File: src/rtl/mips_pkg.sv
// mips_pkg: encodings shared by the control unit, fetch unit and datapath.
// Branch ops, opcodes, default reset PC and fetch FSM state encodings.
package mips_pkg;

    localparam logic [2:0] BR_NONE = 3'b000;
    localparam logic [2:0] BR_BEQ  = 3'b001;
    localparam logic [2:0] BR_BGEZ = 3'b010;
    localparam logic [2:0] BR_BGTZ = 3'b011;
    localparam logic [2:0] BR_BLEZ = 3'b100;
    localparam logic [2:0] BR_BNE  = 3'b101;

    localparam logic [5:0] OP_RTYPE  = 6'h00;
    localparam logic [5:0] OP_REGIMM = 6'h01;
    localparam logic [5:0] OP_J      = 6'h02;
    localparam logic [5:0] OP_BEQ    = 6'h04;
    localparam logic [5:0] OP_BNE    = 6'h05;
    localparam logic [5:0] OP_BLEZ   = 6'h06;
    localparam logic [5:0] OP_BGTZ   = 6'h07;

    localparam logic [31:0] DEFAULT_RESET_PC = 32'h0000_0000;

    localparam logic ST_REQ_ENC  = 1'b0;
    localparam logic ST_EXEC_ENC = 1'b1;

    typedef enum logic {
        ST_REQ  = ST_REQ_ENC,
        ST_EXEC = ST_EXEC_ENC
    } fetch_state_e;

endpackage

File: src/rtl/fetch_pc_unit_if.sv
// fetch_pc_unit_if: instruction memory req/ack fetch channel.
// master = fetch unit, slave = instruction memory.
interface fetch_pc_unit_if;

    logic        imem_req;
    logic [31:0] imem_addr;
    logic        imem_ack;
    logic [31:0] imem_rdata;

    modport master (
        output imem_req,
        output imem_addr,
        input  imem_ack,
        input  imem_rdata
    );

    modport slave (
        input  imem_req,
        input  imem_addr,
        output imem_ack,
        output imem_rdata
    );

endinterface

File: src/rtl/fetch_pc_unit_branch_cond.sv
// branch_cond: evaluates the CU branch condition on rs/rt.
// Reserved BranchOp codes (and unknown codes) are never taken.
module branch_cond
    import mips_pkg::*;
(
    input  logic [2:0]  BranchOp,
    input  logic [31:0] rs_val,
    input  logic [31:0] rt_val,
    output logic        cond
);

    logic rs_eq_rt;
    logic rs_zero;
    logic rs_neg;

    assign rs_eq_rt = (rs_val == rt_val);
    assign rs_zero  = (rs_val == 32'd0);
    assign rs_neg   = rs_val[31];

    // select the signed test for the requested branch op
    always_comb begin
        cond = 1'b0;
        case (BranchOp)
            BR_BEQ:  cond = rs_eq_rt;
            BR_BNE:  cond = !rs_eq_rt;
            BR_BGEZ: cond = !rs_neg;
            BR_BGTZ: cond = !rs_neg && !rs_zero;
            BR_BLEZ: cond = rs_neg || rs_zero;
            default: cond = 1'b0;
        endcase
    end

endmodule

File: src/rtl/fetch_pc_unit.sv
// fetch_pc_unit: owns the PC, fetches over imem req/ack and
// redirects on branch/jump once execute reports ex_done.
module fetch_pc_unit
    import mips_pkg::*;
#(
    parameter logic [31:0] RESET_PC = DEFAULT_RESET_PC
) (
    input  logic          clk,
    input  logic          rst,
    fetch_pc_unit_if.master imem,
    output logic [31:0]   instr,
    output logic          instr_valid,
    output logic [31:0]   pc,
    input  logic          ex_done,
    input  logic [2:0]    BranchOp,
    input  logic          Jump,
    input  logic [31:0]   rs_val,
    input  logic [31:0]   rt_val,
    input  logic [15:0]   imm16,
    input  logic [25:0]   jidx,
    output logic          branch_taken
);

    fetch_state_e state;
    fetch_state_e state_nxt;

    logic        cond;
    logic        taken;
    logic [31:0] pc4;
    logic [31:0] btgt;
    logic [31:0] jtgt;
    logic [31:0] next_pc;

    branch_cond u_cond (
        .BranchOp (BranchOp),
        .rs_val   (rs_val),
        .rt_val   (rt_val),
        .cond     (cond)
    );

    assign pc4  = pc + 32'd4;
    assign btgt = pc4 + {{14{imm16[15]}}, imm16, 2'b00};
    assign jtgt = {pc4[31:28], jidx, 2'b00};

    // jump wins over any branch op, so BranchOp is don't-care on Jump
    always_comb begin
        next_pc = pc4;
        if (Jump) begin
            next_pc = jtgt;
        end else if (cond) begin
            next_pc = btgt;
        end
    end

    assign taken          = Jump | cond;
    assign imem.imem_addr = pc;

    // state register
    always_ff @(posedge clk or posedge rst) begin
        if (rst) begin
            state <= ST_REQ;
        end else begin
            state <= state_nxt;
        end
    end

    // next state and handshake outputs; req held off while in reset
    always_comb begin
        state_nxt     = state;
        imem.imem_req = 1'b0;
        instr_valid   = 1'b0;
        unique case (state)
            ST_REQ: begin
                imem.imem_req = !rst;
                if (imem.imem_ack) begin
                    state_nxt = ST_EXEC;
                end
            end
            ST_EXEC: begin
                instr_valid = 1'b1;
                if (ex_done) begin
                    state_nxt = ST_REQ;
                end
            end
        endcase
    end

    // pc, instruction latch and one-cycle taken pulse
    always_ff @(posedge clk or posedge rst) begin
        if (rst) begin
            pc           <= {RESET_PC[31:2], 2'b00};
            instr        <= 32'd0;
            branch_taken <= 1'b0;
        end else begin
            branch_taken <= 1'b0;
            if (state == ST_REQ && imem.imem_ack) begin
                instr <= imem.imem_rdata;
            end
            if (state == ST_EXEC && ex_done) begin
                pc           <= next_pc;
                branch_taken <= taken;
            end
        end
    end

endmodule

File: src/flat_wrapper.sv
// flat-port wrapper written by rule: the top's interface ports become plain ports
module fetch_pc_unit_flat import mips_pkg::*;
#(
    parameter logic [31:0] RESET_PC = DEFAULT_RESET_PC
)
  (clk, rst, instr, instr_valid, pc, ex_done, BranchOp, Jump, rs_val, rt_val, imm16, jidx, branch_taken, imem_imem_req, imem_imem_addr, imem_imem_ack, imem_imem_rdata);
  fetch_pc_unit_if imem_i ();
  input  logic clk;
  input  logic rst;
  output logic [31:0] instr;
  output logic instr_valid;
  output logic [31:0] pc;
  input  logic ex_done;
  input  logic [2:0] BranchOp;
  input  logic Jump;
  input  logic [31:0] rs_val;
  input  logic [31:0] rt_val;
  input  logic [15:0] imm16;
  input  logic [25:0] jidx;
  output logic branch_taken;
  output wire logic [$bits(imem_i.imem_req)-1:0] imem_imem_req;
  output wire logic [$bits(imem_i.imem_addr)-1:0] imem_imem_addr;
  input wire logic [$bits(imem_i.imem_ack)-1:0] imem_imem_ack;
  input wire logic [$bits(imem_i.imem_rdata)-1:0] imem_imem_rdata;
  assign imem_imem_req = imem_i.imem_req;
  assign imem_imem_addr = imem_i.imem_addr;
  assign imem_i.imem_ack = imem_imem_ack;
  assign imem_i.imem_rdata = imem_imem_rdata;
  fetch_pc_unit #(.RESET_PC(RESET_PC)) u_core (.clk(clk), .rst(rst), .imem(imem_i), .instr(instr), .instr_valid(instr_valid), .pc(pc), .ex_done(ex_done), .BranchOp(BranchOp), .Jump(Jump), .rs_val(rs_val), .rt_val(rt_val), .imm16(imm16), .jidx(jidx), .branch_taken(branch_taken));
endmodule
File: config.mk
export PLATFORM = sky130hd
export DESIGN_NAME = fetch_pc_unit_flat
export DESIGN_NICKNAME = d
export VERILOG_FILES = /design/src/rtl/mips_pkg.sv /design/src/rtl/fetch_pc_unit_if.sv /design/src/rtl/fetch_pc_unit_branch_cond.sv /design/src/rtl/fetch_pc_unit.sv /design/src/flat_wrapper.sv
export SDC_FILE = /design/constraint.sdc
export NUM_CORES = 1
export LEC_CHECK = 0
export CORE_AREA = 2 2 143 145
export CTS_CLUSTER_SIZE = 20
export DETAILED_ROUTE_END_ITERATION = 16
export DIE_AREA = 0 0 145 147
export GPL_TIMING_DRIVEN = 0
export HOLD_SLACK_MARGIN = 0.1
export SYNTH_ARGS = -nofsm -noshare
export SYNTH_HDL_FRONTEND = slang
export SYNTH_SLANG_ARGS = --single-unit
export TNS_END_PERCENT = 20
File: constraint.sdc
create_clock -name clk -period 9.1 [get_ports clk]
set_input_delay 0.91 -clock clk [delete_from_list [all_inputs] [get_ports clk]]
set_output_delay 0.91 -clock clk [all_outputs]
set_load 0.03 [all_outputs]
==> reports/results.ini, run 1 <==
[status]
status=finished, final reports clean

[setup_path]
r2r_end=u_core.imem.imem_addr[23]
cp.required_ns=9.37
r2r-start=u_core.imem.imem_addr[4]
endpoint_kind=register
crit_type=register to register
path_max_fanout=8
r2r_cells=17
rrSetupSlack_ns=4.09
cp-start-kind=register
worstPathArrival_ns=5.28

[pwr]
p_clk_share_pct=14.8
power_leakage_nw=3.63
pwr-share-seq_pct=21.5
ir_worst_vdd_mv=0.197
p_switching_w=0.00103
sw_frac_of_total_pct=45.8
p_int_w=0.00122
p_per_area_nw_per_um2=253
p_comb_share_pct=63.7

[sta]
rsz0062_at_grt=false
fin_tns_setup_ns=0
fin_crit_ns=5.01
relSlewSlack_pct=29.7
finalMaxSlewViolations=0
max_freq_mhz=200
post-route-period-util_pct=55.1
hold_viol=0
tightest_slew_ns=1.02
finClkSkew_ns=0.0116
setup_viol=0

[synth]
postSynthCellCount=664
yosysWarnings=0
ys.flop_type=dfrtp_1
yosysMostFrequentCell=dfrtp_1
synth-seq-area-share_pct=27.5
synth_area_leader_cell=dfrtp_1
ys_types=61
synth_top_area_share_pct=27.5
synth_area_per_cell_um2=8.78
synthArstFlopShare_pct=100
synth_edf_count=0
ys_ff_latch=64
ys_top_cells_by_count=64 x dfrtp_1, 61 x xnor2_1, 46 x nand2_1
syn_area_um2=5830
yosys-top-cells-area=dfrtp_1 27%, xnor2_1 9.2%, ha_1 7.9%

[clock_tree]
clkTransAtPathRegs_ns=0.07
htreeDepth=3
cts_tree=yes
numCtsBuffers=9
clk_latency_ns=0.35
cts.sinks=64
post_cts_buffers=0
post_cts_resized=0
cts_buffer_depth=2
root_buffer=clkbuf_16
holdBufCountCts=0

[placed_design]
dpl.hpwl_um=16000
port_buffers=240
gp_congestion=0.867
dp.cells=1177

[floorplan]
die_area_um2=21300
fp.dieH_um=147
chipWidth_um=145
row_count=52
start_util_pct=29.4
ioPinCount=245
coreArea_um2=19800

[hold_path]
whs_path_depth=1
holdCritStartpoint=u_core.instr[9]
holdPathEnd=u_core.instr[9]
hold_path_class=register to register

[finish]
fin_util_pct=44.7
antennaDiodeCount=0
syn_to_final_growth_pct=52.0
layout-drive-gt1-share_pct=10.8
fin_cells=1193
n_fill_cell=1990
layout.nets=1103

[global_routing]
grt_max_degree=65
antenna_found_initial=1
grt_use_total_pct=19.5
grt_pass1_vias=5935
grt_pass1_wl_um=32700
grt-ovfl-total=0

[detailed_routing]
route.detailed.drc=0
drt_iter0_drc=294
first_pass_iters=4
drt-wirelength-per-cell_um=17.5
vias_per_cell=4.99
antenna_left=0
routed_wl_um=20800
num_vias=5949

[run]
drv_cap=0

## cells by family after synthesis
| family | count (synthesis) | share of synthesized area [%] |
|---|---|---|
| flip-flops | 64 | 27.5 |
| AO/OA/AOI/OAI | 159 | 17.9 |
| XOR/XNOR | 82 | 12.3 |
| AND/OR/NAND/NOR | 201 | 18.0 |
| other | 1 | 0.0643 |
| adder cells (fa/ha/maj) | 38 | 8.28 |
| buffers and inverters | 71 | 6.95 |
| multiplexers | 48 | 8.99 |
## worst max-delay path, cell delays in order (launching register included)
cell	delay (ns)
dfrtp_1	0.50
and4_1	0.31
and4_1	0.31
and3_1	0.17
clkbuf_1	0.34
nand3_2	0.30
nor2b_1	0.22
xor2_1	0.27
ha_1	0.33
and4_1	0.22
nor2b_1	0.15
a22oi_1	0.14
nand2_1	0.14
o41ai_2	0.58
o21ai_0	0.25
and3_1	0.24
o41a_1	0.36
o21ai_1	0.11
## per-stage QoR
step                      hold WS [ns]  area, um^2  setup slack [ns]  power [W]
after floorplan                  0.693        5840              4.95    0.00141
after global placement           0.489        8580              4.27    0.00191
after detailed placement         0.495        8580              4.19    0.00191
after CTS                        0.512        8860              4.16    0.00226
after global routing             0.525        8860              3.80    0.00240
final                            0.508        8860              4.09    0.00224
## flip-flops by register name (all words and copies together), names as in the netlist
signal	cells
u_core.instr	32
u_core.imem.imem_addr	30
u_core.branch_taken	1
u_core.state	1
## final cells by class
cell class | instances | area [um^2] | area share [%]
Multi-Input combinational cell | 532 | 3830 | 43.3
Clock buffer | 9 | 225 | 2.54
Inverter | 13 | 51.3 | 0.579
Buffer | 58 | 357 | 4.02
Timing Repair Buffer | 241 | 2410 | 27.2
Clock inverter | 6 | 47.5 | 0.536
Sequential cell | 64 | 1600 | 18.1
Tap cell | 270 | 338 | 3.81
## routing by layer
metal / track usage, % / share of wire (%)
met4: 4.95 / 1.3
met5: 0 / 0
met3: 6.24 / 8.2
met1: 24.2 / 43
met2: 32.8 / 47
## placed cells by master (no fill, tap or decap), types with 15 or more instances in the layout
cell | Yosys | final
a21o_1 | 26 | 26
a21oi_1 | 35 | 35
buf_4 | 34 | 34
clkbuf_1 | 20 | 20
clkdlybuf4s50_1 | 0 | 240
dfrtp_1 | 64 | 64
ha_1 | 37 | 37
mux2_2 | 35 | 35
nand2_1 | 46 | 46
nand3_1 | 29 | 29
nand4_1 | 19 | 19
nor2_1 | 39 | 39
nor3_1 | 15 | 15
o21ai_0 | 40 | 40
xnor2_1 | 61 | 61
xor2_1 | 21 | 21
## power groups by stage
| stage | combinational (W) | clock (W) | sequential, W |
|---|---|---|---|
| after floorplan | 0.000791 | 0 | 0.000617 |
| after global placement | 0.00142 | 0 | 0.000487 |
| after detailed placement | 0.00143 | 0 | 0.000489 |
| after CTS | 0.00143 | 0.000344 | 0.000486 |
| after global routing | 0.00154 | 0.000353 | 0.000500 |
| final | 0.00143 | 0.000332 | 0.000483 |
## worst max-delay path by stage
| stage | startpoint | endpoint | slack [ns] | cells past startpoint |
|---|---|---|---|---|
| 6_report | u_core.imem.imem_addr[4] | u_core.imem.imem_addr[23] | 4.09 | 17 |
| 2_1_floorplan | u_core.imem.imem_addr[4] | u_core.imem.imem_addr[23] | 4.95 | 17 |
| 5_1_grt | u_core.imem.imem_addr[4] | u_core.imem.imem_addr[23] | 3.80 | 17 |
| 4_1_cts | u_core.imem.imem_addr[4] | u_core.imem.imem_addr[23] | 4.16 | 17 |
| 3_3_place_gp | u_core.imem.imem_addr[4] | u_core.imem.imem_addr[23] | 4.27 | 17 |
| 3_5_place_dp | u_core.imem.imem_addr[4] | u_core.imem.imem_addr[23] | 4.19 | 17 |
Power figures use the tool's default switching activity.
==> inputs of run 2 (changes only) <==
==> constraint.sdc (replaced) <==
create_clock -name clk -period 4.8 [get_ports clk]
set_input_delay 0.48 -clock clk [delete_from_list [all_inputs] [get_ports clk]]
set_output_delay 0.48 -clock clk [all_outputs]
set_load 0.03 [all_outputs]
==> run 2 against run 1 <==
Compared with the run above:
- final area grew 0.28%
- clock power grew 90%
- sequential cell count is the same
- sequential share of layout area is essentially flat
- largest cell class unchanged
- via count grew 0.18%
- setup slack lost 3.8 ns
- die area is the same
- critical path depth shrank 1
- global-route usage is essentially flat
- combinational power grew 91%
==> reports/results.ini, run 2 (same netlist as run 1, synthesis figures left out) <==
[global_routing]
antenna_found_initial=1  ; unchanged
grt_use_total_pct=19.5  ; +0.020 points
grt_pass1_vias=5937  ; +0.034%
grt_max_degree=65  ; unchanged
grt-ovfl-total=0  ; unchanged
grt_pass1_wl_um=32700  ; +0.11%

[detailed_routing]
num_vias=5960  ; +0.18%
first_pass_iters=4  ; unchanged
antenna_left=0  ; unchanged
drt-wirelength-per-cell_um=17.5  ; +0.33%
vias_per_cell=4.99  ; +0.10%
route.detailed.drc=0  ; unchanged
drt_iter0_drc=349  ; +19%
routed_wl_um=20900  ; +0.41%

[finish]
syn_to_final_growth_pct=52.4
mostFrequentLayoutCell=clkdlybuf4s50_1
top_register=u_core.instr
antennaDiodeCount=0  ; unchanged
layout.nets=1104  ; +0.091%
fin_util_pct=44.8  ; +0.13 points
layout-drive-gt1-share_pct=11.3  ; +0.42 points
final_cell_mix=240 x clkdlybuf4s50_1, 63 x dfrtp_1, 61 x xnor2_1
largest_reg_flops=32  ; unchanged

[clock_tree]
cts_buffer_depth=2  ; unchanged
htreeDepth=3  ; unchanged
numCtsBuffers=9  ; unchanged
clk_latency_ns=0.35  ; about the same
clkTransAtPathRegs_ns=0.07  ; about the same
cts_tree=yes
root_buffer=clkbuf_16
cts.sinks=64  ; unchanged
holdBufCountCts=0  ; unchanged

[floorplan]
start_util_pct=29.4  ; unchanged
row_count=52  ; unchanged
die_area_um2=21300  ; unchanged
coreArea_um2=19800  ; unchanged
fp.dieH_um=147  ; unchanged
ioPinCount=245  ; unchanged
chipWidth_um=145  ; unchanged

[sta]
relSlewSlack_pct=29.5  ; -0.25 points
fin_ws_ns=0.254  ; -3.84 ns
rsz0062_at_grt=false
fin_crit_ns=4.55  ; -0.464 ns
fin_hold_ws_ns=0.508  ; +0.00000700 ns
hold_viol=0  ; unchanged
post-route-period-util_pct=94.7  ; +40 points
max_freq_mhz=220  ; +10%
finClkSkew_ns=0.0112  ; -0.000401 ns
fin_tns_setup_ns=0  ; unchanged
finalMaxSlewViolations=0  ; unchanged
tightest_slew_ns=1.03  ; +0.00360 ns
setup_viol=0  ; unchanged

[pwr]
p_per_area_nw_per_um2=482  ; +90%
power_w=0.00428  ; +91%
ir_worst_vdd_mv=0.374  ; +90%
power_leakage_nw=3.64  ; +0.26%

[placed_design]
gp_congestion=0.867  ; unchanged
pre_cts_slack_ns=-0.106  ; -4.30 ns
dpl.hpwl_um=16000  ; unchanged
port_buffers=240  ; unchanged

[setup_path]
critPathBufInv=0  ; -1
cpPeakStageDelay_ns=0.49  ; -0.09 ns
crit_type=register to register
path_max_fanout=8  ; unchanged
crit_top_cell=and4_1
endpoint_kind=register
worstPathArrival_ns=4.82  ; -0.46 ns
cp_top_family=simple AND/OR/NAND/NOR gates
critPathSlowestCell=dfrtp_1
cp-start-kind=register
cp.required_ns=5.07  ; -4.30 ns
path_cells=and4_1, and4_1, and3_2, nand3_2, nor2b_1, xor2_1, ha_1, and4_1, nor2b_1, a22oi_1, nand2_1, o41ai_4, o21ai_0, and3_1, o41a_1, o21ai_1

[status]
status=finished, final reports clean

[hold_path]
hold_path_class=register to register

[run]
drv_cap=0  ; unchanged

==> run 2: cell types whose count changed in the layout (fill, tap and decap cells not counted) <==
cell | previous run | this run
buf_4 | 34 | 36
and3_1 | 10 | 9
and3_2 | 0 | 1
clkbuf_1 | 20 | 19
dfrtp_1 | 64 | 63
dfrtp_2 | 0 | 1
o41ai_2 | 2 | 1
o41ai_4 | 0 | 1
==> run 2: final cells by class <==
type | count | area (um^2)
Buffer | 57 | 353
Clock buffer | 9 | 225
Clock inverter | 6 | 47.5
Fill cell | 1989 | 11000
Inverter | 13 | 51.3
Multi-Input combinational cell | 532 | 3850
Sequential cell | 64 | 1600
Tap cell | 270 | 338
Timing Repair Buffer | 243 | 2420
==> run 2: final timing paths <==
kind                                          start                        end  slack, ns  cells past startpoint
setup reg to reg           u_core.imem.imem_addr[5]  u_core.imem.imem_addr[23]       0.25                     16
hold / removal                      u_core.instr[9]            u_core.instr[9]       0.51                      1
hold reg to reg                     u_core.instr[9]            u_core.instr[9]       0.51                      1
min in group asynchronous                       rst           u_core.instr[29]       0.73                      2
max in group asynchronous                       rst   u_core.imem.imem_addr[4]       3.44                      2
setup / recovery           u_core.imem.imem_addr[5]  u_core.imem.imem_addr[23]       0.25                     16
==> run 2: metal layers <==
metal	global-route usage (%)	share of wire, %	vias up
met5	0	0	-
met4	4.95	1.3	0
met3	6.24	8.6	17
met2	32.8	47	221
met1	24.2	43	2816
li1	-	-	2906
==> run 2: what timing repair did <==
item	4_1_cts	5_1_grt
setup buffers	0	2
setup endpoints to repair	2	6
pin swaps	0	1
cloned	0	0
resized for setup	1	2
==> run 2: metrics by stage <==
stage | instances | cell area (um^2)
4_1_cts | 1192 | 8870
3_3_place_gp | 1177 | 8580
5_1_grt | 1194 | 8890
2_1_floorplan | 667 | 5840
6_report | 1194 | 8890
3_5_place_dp | 1177 | 8580
==> run 2: report_power, final <==
group	leakage, nW	total (W)	switching (W)	internal [W]
Combinational	2.76	0.00273	0.00145	0.00128
Sequential	0.766	0.000920	0.000228	0.000692
Clock	0.120	0.000631	0.000283	0.000348
